File: config.mk
export PLATFORM = sky130hd
export DESIGN_NAME = pipe_skid_reg
export DESIGN_NICKNAME = d
export VERILOG_FILES = /design/src/rtl/pipe_skid_reg.sv
export SDC_FILE = /design/constraint.sdc
export NUM_CORES = 1
export LEC_CHECK = 0
export BUFFER_PORTS_ARGS = -buffer_cell sky130_fd_sc_hd__buf_4
export CORE_MARGIN = 1
export CORE_UTILIZATION = 38
export CTS_CLUSTER_DIAMETER = 60
export DETAILED_ROUTE_END_ITERATION = 8
export PLACE_DENSITY = 0.6
export SETUP_SLACK_MARGIN = 0.4
export SLEW_MARGIN = 20
export SYNTH_ARGS = -nofsm -noshare
export SYNTH_HDL_FRONTEND = slang
export SYNTH_SLANG_ARGS = --single-unit
File: constraint.sdc
create_clock -name clk -period 3.84 [get_ports clk]
set_clock_uncertainty 0.15 [all_clocks]
set_input_delay 0.384 -clock clk [delete_from_list [all_inputs] [get_ports clk]]
set_output_delay 0.384 -clock clk [all_outputs]
set_load 0.03 [all_outputs]
File: src/rtl/pipe_skid_reg.sv
// Two-entry valid/ready pipeline register: main feeds the output, skid absorbs
// the one extra word that can arrive in the cycle a stall is first seen.
module pipe_skid_reg #(
    parameter int WIDTH = 32
) (
    input  logic             clk,
    input  logic             rst,
    input  logic             flush,
    input  logic             in_valid,
    output logic             in_ready,
    input  logic [WIDTH-1:0] in_data,
    output logic             out_valid,
    input  logic             out_ready,
    output logic [WIDTH-1:0] out_data,
    output logic [1:0]       count
);

    // Encodings equal the number of held words so count is the state itself.
    typedef enum logic [1:0] {
        EMPTY = 2'd0,
        ONE   = 2'd1,
        TWO   = 2'd2
    } state_t;

    state_t           state;
    logic [WIDTH-1:0] main_q;
    logic [WIDTH-1:0] skid_q;
    logic             accept;
    logic             consume;

    // Ready depends only on flops and rst, so chained stages see no ready ripple.
    assign in_ready  = !rst && (state != TWO);
    assign out_valid = (state != EMPTY);
    assign out_data  = main_q;
    assign count     = state;

    assign accept  = in_valid && in_ready;
    assign consume = out_valid && out_ready;

    always_ff @(posedge clk) begin
        if (rst) begin
            state  <= EMPTY;
            main_q <= '0;
            skid_q <= '0;
        end else if (flush) begin
            state <= EMPTY;
        end else begin
            unique case (state)
                EMPTY: begin
                    if (accept) begin
                        main_q <= in_data;
                        state  <= ONE;
                    end
                end
                ONE: begin
                    if (accept && consume) begin
                        main_q <= in_data;
                    end else if (accept) begin
                        skid_q <= in_data;
                        state  <= TWO;
                    end else if (consume) begin
                        state <= EMPTY;
                    end
                end
                TWO: begin
                    if (consume) begin
                        main_q <= skid_q;
                        state  <= ONE;
                    end
                end
                default: state <= EMPTY;
            endcase
        end
    end

endmodule

### Word level (Yosys, flattened, before mapping)

Index checks and enable logic that the tools add are counted.

| storage, ports and cells | value |
|---|---|
| bits in registers | 66 |
| latch bits | 0 |
| RAM bits | 0 |
| ROM bits | 0 |
| input port bits | 37 |
| output and inout port bits | 36 |
| logic and storage cells | 35 |
| memories kept | 0 |

| operators by class | value |
|---|---|
| add/sub/neg operators | 0 |
| $mul | 0 |
| divide/modulo/power cells | 0 |
| $lt $le $gt $ge | 0 |
| equal/unequal tests | 8 |
| shift-type cells | 0 |
| multiplexer cells | 10 |
| bitwise operators | 2 |
| reductions and logical operators | 12 |

Operator list:

| kind | number |
|---|---|
| 2-to-1 mux 32 bit | 3 |
| case mux 32 bit (3 select lines) | 1 |
| 2-to-1 mux 2 bit | 5 |
| inequality test 2 bit (second input constant) | 5 |
| AND reduction 4 bit | 2 |
| case mux 2 bit (3 select lines) | 1 |
| AND reduction 5 bit | 1 |
| logical AND 1 bit | 4 |
| inequality test 3 bit (second input constant) | 1 |
| nonzero test 3 bit | 1 |
| equality test 2 x 1 -> 1 bit (second input constant) | 1 |
| equality test 2 bit (second input constant) | 1 |
| zero test 2 bit | 1 |
| inverter 1 bit | 2 |
| nonzero test 2 bit | 1 |
| OR reduction 2 bit | 1 |
| zero test 1 bit | 1 |

### Depth between registers and ports, before layout

Gate-level depths: netlist of run 1.

| depth | value |
|---|---|
| word-level depth | 6 |
| gate-level depth with buffers | 6 |
| depth with buffers taken out | 3 |

### Worst setup path before layout of run 1

No wires, ideal clock.

| timing path | value |
|---|---|
| path kind | register to output |
| start point | register state[1], in the netlist count[1] |
| end point | output port in_ready |
| data arrival time | 1,487 ps |
| data required time | 3,306 ps |
| setup slack | 1,819 ps |
| stages on the path, launching flop included | 6 |
| path buffers | 3 |
| cells stage by stage | dfxtp_1 buf_2 nor2b_1 buf_2 buf_2 nor2_1 |

| on the way | value |
|---|---|
| longest elaborated chain between the ends | 2 |

RTL lines:

| what | RTL line | source |
|---|---|---|
| from (decl) | 25 | `state_t state;` |
| from (signal assigned) | 42 | `state <= EMPTY;` |
| from (signal assigned) | 46 | `state <= EMPTY;` |
| from (signal assigned) | 52 | `state <= ONE;` |
| inequality test 2 bit | 32 | `assign in_ready = !rst && (state != TWO);` |
| logical AND 1 bit | 32 |  |
| to (decl) | 10 | `output logic in_ready,` |

Every way passes these cells.

### Worst setup path in the final report of run 1

| timing path | value |
|---|---|
| start point | register state[0], in the netlist count[0] |
| end point | register main_q[13], in the netlist out_data[13] |

| on the way | value |
|---|---|
| longest elaborated chain between the ends | 6 |
| elaborated cells between the ends (all ways) | 15 |
| those cells by class | eq/ne (6); mux (1); reduce/logical (8) |

RTL lines:

| what | RTL line | source |
|---|---|---|
| inequality test 2 bit | 32 |  |
| logical AND 1 bit | 32 |  |
| logical AND 1 bit | 37 | `assign accept = in_valid && in_ready;` |
| logical AND 1 bit | 56 | `if (accept && consume) begin` |
| inequality test 2 bit (no source line) | - |  |
| AND reduction 5 bit (no source line) | - |  |
| to (signal assigned) | 51 | `main_q <= in_data;` |
| to (signal assigned) | 57 | `main_q <= in_data;` |
| to (signal assigned) | 67 | `main_q <= skid_q;` |
| to (decl) | 26 | `logic [WIDTH-1:0] main_q;` |

Parallel ways exist; a longest one is shown, timed or not.
A chain may end at the register's enable or synchronous reset.

==> results of run 1 <==
-- stage by stage --
stage / hold WS (ns) / std cells / worst slack (ns)
6_report: 0.111 / 506 / 1.47
3_3_place_gp: 0.299 / 492 / 1.49
4_1_cts: 0.100 / 506 / 1.43
5_1_grt: 0.102 / 506 / 1.28
2_1_floorplan: 0.305 / 350 / 1.82
3_5_place_dp: 0.304 / 492 / 1.45
-- power groups by stage --
stage	Combinational (mW)	Sequential, mW	Clock [mW]
2_1_floorplan	0.0892	0.760	0
3_3_place_gp	0.200	0.730	0
3_5_place_dp	0.201	0.731	0
4_1_cts	0.201	0.715	0.505
5_1_grt	0.214	0.717	0.546
6_report	0.200	0.715	0.493
-- layout by cell type (no fill, tap or decap), types with 2 or more instances in the layout --
cell / count
nand2_1: 33
mux2i_1: 33
a21oi_1: 34
or3b_2: 30
clkbuf_8: 10
nand3_1: 32
nor2_1: 2
o21ai_1: 32
dfxtp_1: 66
nor3b_4: 2
clkinv_2: 3
buf_4: 78
o211ai_1: 32
or3b_1: 5
-- cell families after synthesis --
group / share of synthesized area
compound gates: 0.192
flops: 0.422
simple gates: 0.219
mux: 0.106
buf+inv: 0.0608
-- cell type report --
cell class / instances / area [um^2] / share of cell area
Multi-Input combinational cell: 244 / 1640 / 0.426
Sequential cell: 66 / 1320 / 0.344
Timing Repair Buffer: 78 / 586 / 0.153
Clock buffer: 11 / 141 / 0.0368
Tap cell: 102 / 128 / 0.0332
Clock inverter: 3 / 17.5 / 0.00456
Inverter: 2 / 8.76 / 0.00228
-- critical path, cell delays in order, from the launching register on --
cell	delay, ns
dfxtp_1	0.75
buf_4	0.36
nor4b_2	0.10
o31ai_4	0.17
buf_4	0.49
mux2i_1	0.24
-- metal layers --
layer,vias up,track usage,wire [um]
li1,1368,-,-
met1,1300,0.242,3630
met2,70,0.308,3790
met3,9,0.0271,350
met4,0,0.0705,91
met5,-,0,0
-- flip-flops by register name (all words and copies together), names as in the netlist --
| register | cells |
|---|---|
| out_data | 32 |
| skid_q | 32 |
| count | 2 |
-- path summary, 6_finish.rpt --
kind                       end  slack [ns]
hold reg to reg   out_data[17]        0.31
setup reg to reg  out_data[13]        1.47
hold / removal        count[1]        0.11
setup / recovery  out_data[13]        1.47
==> flow_metrics.env, run 1 <==
export IMPL_status="completed"
export IMPL_dr_pass1_iters=4
export IMPL_cts_inserted_buffers=9
export IMPL_place_hpwl_um=4600
export IMPL_drt_wl_total_um=7860
export IMPL_final_util=0.489
export IMPL_maxSlewViolCount=0
export IMPL_sw_frac_of_total=0.271
export IMPL_clk_latency_ns=0.33
export IMPL_endpoint_kind="flip-flop"
export IMPL_p_clk_frac=0.350
export IMPL_required_ns=3.95
export IMPL_overflow=0
export IMPL_rr_startpoint="count[0]"
export IMPL_cts_root_buf="clkbuf_8"
export IMPL_slew_headroom=0.413
export IMPL_fmax_mhz=421
export IMPL_setup_viol=0
export IMPL_synth_area_leaders="dfxtp_1 (42%), mux2i_1 (11%), or3b_2 (7.8%)"
export IMPL_hold_buffers=0
export IMPL_antenna_found_initial=0
export IMPL_grt_pass1_wl_um=12700
export IMPL_synth_ff_type="dfxtp_1"
export IMPL_p_int_mw=1.03
export IMPL_cts_sinks=66
export IMPL_clk_pin_slew_ns=0.07
export IMPL_crit_arrival_ns=2.48
export IMPL_fin_nets=438
export IMPL_power_frac_comb=0.142
export IMPL_synth_edf_count=0
export IMPL_p_leak_nw=1.55
export IMPL_yosysWarnings=0
export IMPL_coreArea_um2=7850
export IMPL_min_path_type="in2reg"
export IMPL_seq_power_share=0.508
export IMPL_chipHeight_um=92.7
export IMPL_io_pins=73
export IMPL_fin_crit_sh=0.618
export IMPL_ys_ff_latch=66
export IMPL_synth_avg_cell_area_um2=8.94
export IMPL_synthMostInstantiatedCell="dfxtp_1"
export IMPL_cts_tree="done"
export IMPL_start_util=0.399
export IMPL_drt_iter0_markers=167
export IMPL_yosysSeqAreaShare=0.422
export IMPL_die_area_um2=8600
export IMPL_antenna_left=0
export IMPL_peakVddDrop_mv=0.164
export IMPL_synth_common_cells="dfxtp_1 (66), a21oi_1 (34), mux2i_1 (33), nand2_1 (33)"
export IMPL_fillers=808
export IMPL_grt_pass1_vias=2625
export IMPL_yosys_area_top_type="dfxtp_1"
export IMPL_power_mw=1.41
export IMPL_max_cap_violations=0
export IMPL_die_w_um=92.7
export IMPL_startpoint="count[0]"
export IMPL_min_from="flush"
export IMPL_synthDistinctLibCells=25
export IMPL_p_per_area_nw_per_um2=367
export IMPL_setup_tns_ns=0
export IMPL_synth_cells=350
export IMPL_reg2reg_depth=5
export IMPL_crit_fanout=32
export IMPL_rsz0062_at_grt="false"
export IMPL_route_vias_total=2747
export IMPL_fin_area_um2=3840
export IMPL_place_area_um2=3680
export IMPL_grt_usage=0.185
export IMPL_post_cts_resized=0
export IMPL_async_flop_share=0
export IMPL_yosysTopAreaCellShare=0.422
export IMPL_cts_htree_levels=3
export IMPL_drc=0
export IMPL_fin_crit_ns=2.37
export IMPL_critical_path_class="reg2reg"
export IMPL_netSwitchingPower_mw=0.381
export IMPL_synth_nets=387
export IMPL_place_gp_congestion=0.742
export IMPL_worstMarginPinSlew_ns=0.879
export IMPL_port_buffers=72
export IMPL_syn_area_um2=3130
export IMPL_drive_gt1_frac=0.317
export IMPL_grt_max_degree=66
export IMPL_drt_vias_per_instance=5.43
export IMPL_hold_violations=0
export IMPL_n_antenna_cell=0
export IMPL_startpoint_type="flip-flop"
export IMPL_cts_buffer_depth=2
export IMPL_core_rowCount=32
export IMPL_synthToLayoutAreaGrowth_pct=22.7
export IMPL_postCtsSetupBuffers=0
export IMPL_hold_depth=2
export IMPL_post_drt_wl_per_cell_um=15.5
Power figures use the tool's default switching activity.
==> inputs of run 2 (changes only) <==
--- a/config.mk
+++ b/config.mk
@@ -5,6 +5,7 @@
 export SDC_FILE = /design/constraint.sdc
 export NUM_CORES = 1
 export LEC_CHECK = 0
+export ABC_AREA = 1
 export BUFFER_PORTS_ARGS = -buffer_cell sky130_fd_sc_hd__buf_4
 export CORE_MARGIN = 1
 export CORE_UTILIZATION = 38
==> constraint.sdc (replaced) <==
create_clock -name clk -period 2.5 [get_ports clk]
set_clock_uncertainty 0.15 [all_clocks]
set_input_delay 0.25 -clock clk [delete_from_list [all_inputs] [get_ports clk]]
set_output_delay 0.25 -clock clk [all_outputs]
set_load 0.03 [all_outputs]
==> flow_metrics.env, run 2 <==
export IMPL_status="completed"
export IMPL_final_common_cell="buf_4"
export IMPL_clk_pin_slew_ns=0.08
export IMPL_place_hpwl_um=4540
export IMPL_setup_tns_ns=0
export IMPL_synth_nets=491
export IMPL_cts_sinks=66
export IMPL_maxSlewViolCount=0
export IMPL_fillers=832
export IMPL_fmax_mhz=542
export IMPL_die_w_um=91.3
export IMPL_worst_path_buf_inv=2
export IMPL_grt_usage=0.175
export IMPL_cp_common_cell="nand2_2"
export IMPL_antenna_found_initial=0
export IMPL_io_pins=73
export IMPL_hold_buffers=0
export IMPL_yosys_area_top_type="dfxtp_1"
export IMPL_synth_ff_type="dfxtp_1"
export IMPL_drc=0
export IMPL_drive_gt1_frac=0.198
export IMPL_n_antenna_cell=0
export IMPL_synthDistinctLibCells=17
export IMPL_p_leak_nw=1.80
export IMPL_syn_area_um2=3030
export IMPL_multiInputGateArea_um2=1320
export IMPL_worstPathCellList="inv_2 > nand2_2 > nand4_1 > nand2_2 > buf_12 > nand3_1 > nand2_1 > nor2_1"
export IMPL_yosysWarnings=0
export IMPL_crit_fanout=53
export IMPL_cp_slowest_stage_delay_ns=0.44
export IMPL_die_area_um2=8330
export IMPL_start_util=0.392
export IMPL_wirelength_met1_um=3590
export IMPL_regArea_um2=1320
export IMPL_cts_buffer_depth=2
export IMPL_cp_slowest_cell="dfxtp_1"
export IMPL_synth_area_leaders="dfxtp_1 (44%), a21oi_1 (10%), nand2_1 (9.5%)"
export IMPL_yosysSeqAreaShare=0.436
export IMPL_yosysTopAreaCellShare=0.436
export IMPL_cts_inserted_buffers=9
export IMPL_synthToLayoutAreaGrowth_pct=26.1
export IMPL_post_drt_wl_per_cell_um=11.5
export IMPL_synth_cells=454
export IMPL_synth_avg_cell_area_um2=6.67
export IMPL_synth_edf_count=0
export IMPL_port_buffers=72
export IMPL_dr_pass1_iters=4
export IMPL_synthMostInstantiatedCell="nand2_1"
export IMPL_final_util=0.494
export IMPL_route_met2_wl_um=3230
export IMPL_clk_latency_ns=0.33
export IMPL_wl_met3_um=240
export IMPL_core_rowCount=32
export IMPL_layout_common_cells="buf_4 (78), nand2_1 (75), dfxtp_1 (65)"
export IMPL_drt_vias_per_instance=4.62
export IMPL_chipHeight_um=91.3
export IMPL_cpLargestDelayFamily="simple AND/OR/NAND/NOR gates"
export IMPL_drt_wl_total_um=7120
export IMPL_antenna_left=0
export IMPL_grt_pass1_vias=2448
export IMPL_endpoint_kind="flip-flop"
export IMPL_hold_violations=0
export IMPL_synth_common_cells="nand2_1 (77), dfxtp_1 (66), inv_1 (64)"
export IMPL_ys_ff_latch=66
export IMPL_crit_arrival_ns=1.92
export IMPL_peakVddDrop_mv=0.273
export IMPL_rsz0062_at_grt="false"
export IMPL_required_ns=2.57
export IMPL_slew_headroom=0.755
export IMPL_cts_tree="done"
export IMPL_p_per_area_nw_per_um2=603
export IMPL_place_gp_congestion=0.777
export IMPL_fin_crit_ns=1.84
export IMPL_min_path_type="in2reg"
export IMPL_fin_nets=550
export IMPL_max_cap_violations=0
export IMPL_topRoutingLayerUsed="met4"
export IMPL_coreArea_um2=7730
export IMPL_worstMarginPinSlew_ns=0.367
export IMPL_startpoint_type="flip-flop"
export IMPL_critical_path_class="reg2reg"
export IMPL_cts_root_buf="clkbuf_8"
export IMPL_grt_pass1_wl_um=11700
export IMPL_fin_crit_sh=0.737
export IMPL_async_flop_share=0
export IMPL_overflow=0
export IMPL_grt_max_degree=65
export IMPL_cts_htree_levels=3
export IMPL_setup_viol=0
export IMPL_drt_iter0_markers=123
export IMPL_route_vias_total=2855
run 2: final cells by class:
| type | instances | area share |
|---|---|---|
| clock buffer | 10 | 0.0334 |
| clock inverter | 4 | 0.0118 |
| inverter | 66 | 0.0649 |
| multi-input combinational | 290 | 0.346 |
| sequential | 66 | 0.346 |
| tap | 102 | 0.0334 |
| timing repair buffer | 80 | 0.164 |
run 2: path summary, 6_finish.rpt:
path / startpoint / endpoint / slack (ns) / cells after the start
worst max register to register: count[0] / out_data[18] / 0.66 / 8
worst min-delay path: in_data[30] / skid_q[30] / 0.03 / 3
worst max-delay path: count[0] / out_data[18] / 0.66 / 8
worst min register to register: skid_q[21] / skid_q[21] / 0.30 / 2
run 2: kinds of logic (layout without fill, tap and decap cells):
| kind of cell | count (synthesis) | after routing | synth area share |
|---|---|---|---|
| simple gates | 168 | 168 | 0.229 |
| buf+inv | 98 | 160 | 0.129 |
| flops | 66 | 66 | 0.436 |
| compound gates | 122 | 122 | 0.206 |
run 2: where the power goes:
| group | internal, mW | switching (mW) | leakage, nW |
|---|---|---|---|
| combinational | 0.147 | 0.213 | 1.17 |
| clock | 0.445 | 0.386 | 0.0918 |
| sequential | 1.09 | 0.0219 | 0.537 |
run 2: worst register-to-register path, cell delays in order, from the launching register on:
cell,delay [ns]
dfxtp_1,0.44
inv_2,0.14
nand2_2,0.12
nand4_1,0.10
nand2_2,0.24
buf_12,0.28
nand3_1,0.16
nand2_1,0.08
nor2_1,0.04
run 2: what timing repair did:
| item | in CTS | in global routing |
|---|---|---|
| endpoints found under the setup margin | 0 | 2 |
| buffers inserted | 0 | 0 |
| resized for setup | 0 | 1 |
run 2: per-layer routing:
metal / up-vias / track usage
met2: 45 / 0.270
met3: 4 / 0.0335
li1: 1557 / -
met1: 1249 / 0.238
met4: 0 / 0.0714
met5: - / 0
run 2: stage by stage:
| step | total power [mW] | setup slack [ns] | area, um^2 | hold WS, ns | cells |
|---|---|---|---|---|---|
| 2_1_floorplan | 1.36 | 0.706 | 3030 | 0.252 | 454 |
| 3_3_place_gp | 1.50 | 0.692 | 3640 | 0.282 | 604 |
| 3_5_place_dp | 1.50 | 0.629 | 3640 | 0.289 | 604 |
| 4_1_cts | 2.33 | 0.606 | 3820 | 0.0228 | 618 |
| 5_1_grt | 2.43 | 0.493 | 3820 | 0.0248 | 618 |
| 6_report | 2.30 | 0.657 | 3820 | 0.0299 | 618 |
==> inputs of run 3 (changes only) <==
--- a/config.mk
+++ b/config.mk
@@ -11,7 +11,7 @@
 export CORE_UTILIZATION = 38
 export CTS_CLUSTER_DIAMETER = 60
 export DETAILED_ROUTE_END_ITERATION = 8
-export PLACE_DENSITY = 0.6
+export PLACE_DENSITY = 0.62
 export SETUP_SLACK_MARGIN = 0.4
 export SLEW_MARGIN = 20
 export SYNTH_ARGS = -nofsm -noshare
==> constraint.sdc (replaced) <==
create_clock -name clk -period 1.52 [get_ports clk]
set_clock_uncertainty 0.15 [all_clocks]
set_input_delay 0.152 -clock clk [delete_from_list [all_inputs] [get_ports clk]]
set_output_delay 0.152 -clock clk [all_outputs]
set_load 0.03 [all_outputs]
==> flow_metrics.env, run 3 (synthesized netlist as in run 2, its figures left out) <==
export IMPL_n_antenna_cell=0
export IMPL_cts_root_buf="clkbuf_8"
export IMPL_worstMarginPinSlew_ns=0.375
export IMPL_cpLargestDelayFamily="buffers and inverters"
export IMPL_dp_cells=608
export IMPL_fin_ws_ns=-0.0696
export IMPL_setup_viol=27
export IMPL_cp_common_cell="buf_12"
export IMPL_grt_pass1_wl_um=13400
export IMPL_die_area_um2=8330
export IMPL_min_path_type="in2reg"
export IMPL_clk_pin_slew_ns=0.07
export IMPL_place_area_um2=3740
export IMPL_rr_startpoint="count[0]"
export IMPL_cts_inserted_buffers=9
export IMPL_antenna_found_initial=0
export IMPL_setup_tns_ns=-0.645
export IMPL_max_cap_violations=0
export IMPL_maxSlewViolCount=0
export IMPL_place_hpwl_um=4680
export IMPL_final_util=0.655
export IMPL_violations="setup timing"
export IMPL_port_buffers=72
export IMPL_cts_htree_levels=3
export IMPL_final_common_cell="nand2_1"
export IMPL_fmax_mhz=629
export IMPL_min_from="in_data[20]"
export IMPL_post_drt_wl_per_cell_um=13.5
export IMPL_fin_crit_ns=1.59
export IMPL_startpoint="count[0]"
export IMPL_drc=0
export IMPL_startpoint_type="flip-flop"
export IMPL_drt_wl_total_um=9230
export IMPL_die_w_um=91.3
export IMPL_antenna_left=0
export IMPL_fin_nets=612
export IMPL_power_mw=4.32
export IMPL_r2r_setup_slack_ns=-0.07
export IMPL_dr_pass1_iters=5
export IMPL_min_to="skid_q[20]"
export IMPL_drive_gt1_frac=0.355
export IMPL_critical_path_class="reg2reg"
export IMPL_route_vias_total=3265
export IMPL_p_leak_nw=2.30
export IMPL_io_pins=73
export IMPL_synthToLayoutAreaGrowth_pct=67.2
export IMPL_clk_latency_ns=0.34
export IMPL_cts_tree="done"
export IMPL_fin_area_um2=5060
export IMPL_final_cells=682
export IMPL_start_util=0.392
export IMPL_drt_vias_per_instance=4.79
export IMPL_hold_violations=0
export IMPL_slew_headroom=0.750
export IMPL_cp_slowest_stage_delay_ns=0.40
export IMPL_chipHeight_um=91.3
export IMPL_rsz0062_at_grt="true"
export IMPL_worstPathCellList="inv_6 > nand2_8 > nand3_4 > a21oi_4 > buf_12 > buf_12 > clkbuf_16 > a21oi_1 > nor2_1"
export IMPL_cts_sinks=66
export IMPL_grt_max_degree=60
export IMPL_grt_pass1_vias=2878
export IMPL_grt_usage=0.199
export IMPL_coreArea_um2=7730
export IMPL_crit_fanout=8
export IMPL_cp_slowest_cell="dfxtp_4"
export IMPL_peakVddDrop_mv=0.487
export IMPL_overflow=0
export IMPL_fin_crit_sh=1.05
export IMPL_endpoint_kind="flip-flop"
export IMPL_status="finished, violations left"
export IMPL_whs_ns=0.00467
export IMPL_place_gp_congestion=0.766
export IMPL_drt_iter0_markers=135
export IMPL_p_per_area_nw_per_um2=853
export IMPL_core_rowCount=32
export IMPL_pre_cts_ws_ns=-0.0449
export IMPL_hold_depth=3
export IMPL_required_ns=1.64
export IMPL_crit_arrival_ns=1.71
export IMPL_layout_common_cells="nand2_1 (72), inv_1 (62), a21oi_1 (55)"
export IMPL_cts_buffer_depth=2
export IMPL_reg2reg_depth=9
export IMPL_timing_rr_end="out_data[21]"
export IMPL_worst_path_buf_inv=4
export IMPL_fillers=657
==> run 3: what timing repair did <==
item	in CTS	in global routing
gates cloned	2	10
hold buffers	34	0
setup buffers	6	6
gates resized for setup	90	47
endpoints found under the setup margin	101	99
pin swaps	6	28
endpoints found under the hold margin	33	0
==> run 3: worst max-delay path by stage <==
stage                        end  cells past startpoint
finish              out_data[21]                      9
global route        out_data[21]                     10
CTS                 out_data[30]                     10
detailed placement  out_data[13]                      8
global placement    out_data[13]                      8
floorplan           out_data[24]                      8
==> run 3: layout make-up <==
type / count / area [um^2] / share of cell area
inverter: 66 / 255 / 0.0504
timing repair buffer: 142 / 1560 / 0.307
clock buffer: 11 / 131 / 0.0259
clock inverter: 5 / 78.8 / 0.0156
multi-input combinational: 290 / 1550 / 0.306
sequential: 66 / 1370 / 0.270
tap: 102 / 128 / 0.0252
==> run 3: metal layers <==
metal,vias up,part of all wire,track usage
li1,1698,-,-
met1,1488,0.47,0.259
met3,10,0.028,0.0302
met4,0,0.012,0.0754
met2,69,0.49,0.333
met5,-,0,0
==> run 3: worst register-to-register path: stages, from the launching register on <==
cell,delay [ns]
dfxtp_4,0.40
inv_6,0.06
nand2_8,0.08
nand3_4,0.09
a21oi_4,0.16
buf_12,0.17
buf_12,0.13
clkbuf_16,0.15
a21oi_1,0.06
nor2_1,0.08
==> run 3: where the power goes <==
group	switching (mW)	internal, mW
sequential	0.0480	1.80
combinational	0.432	0.434
clock	0.681	0.923
total	1.16	3.16
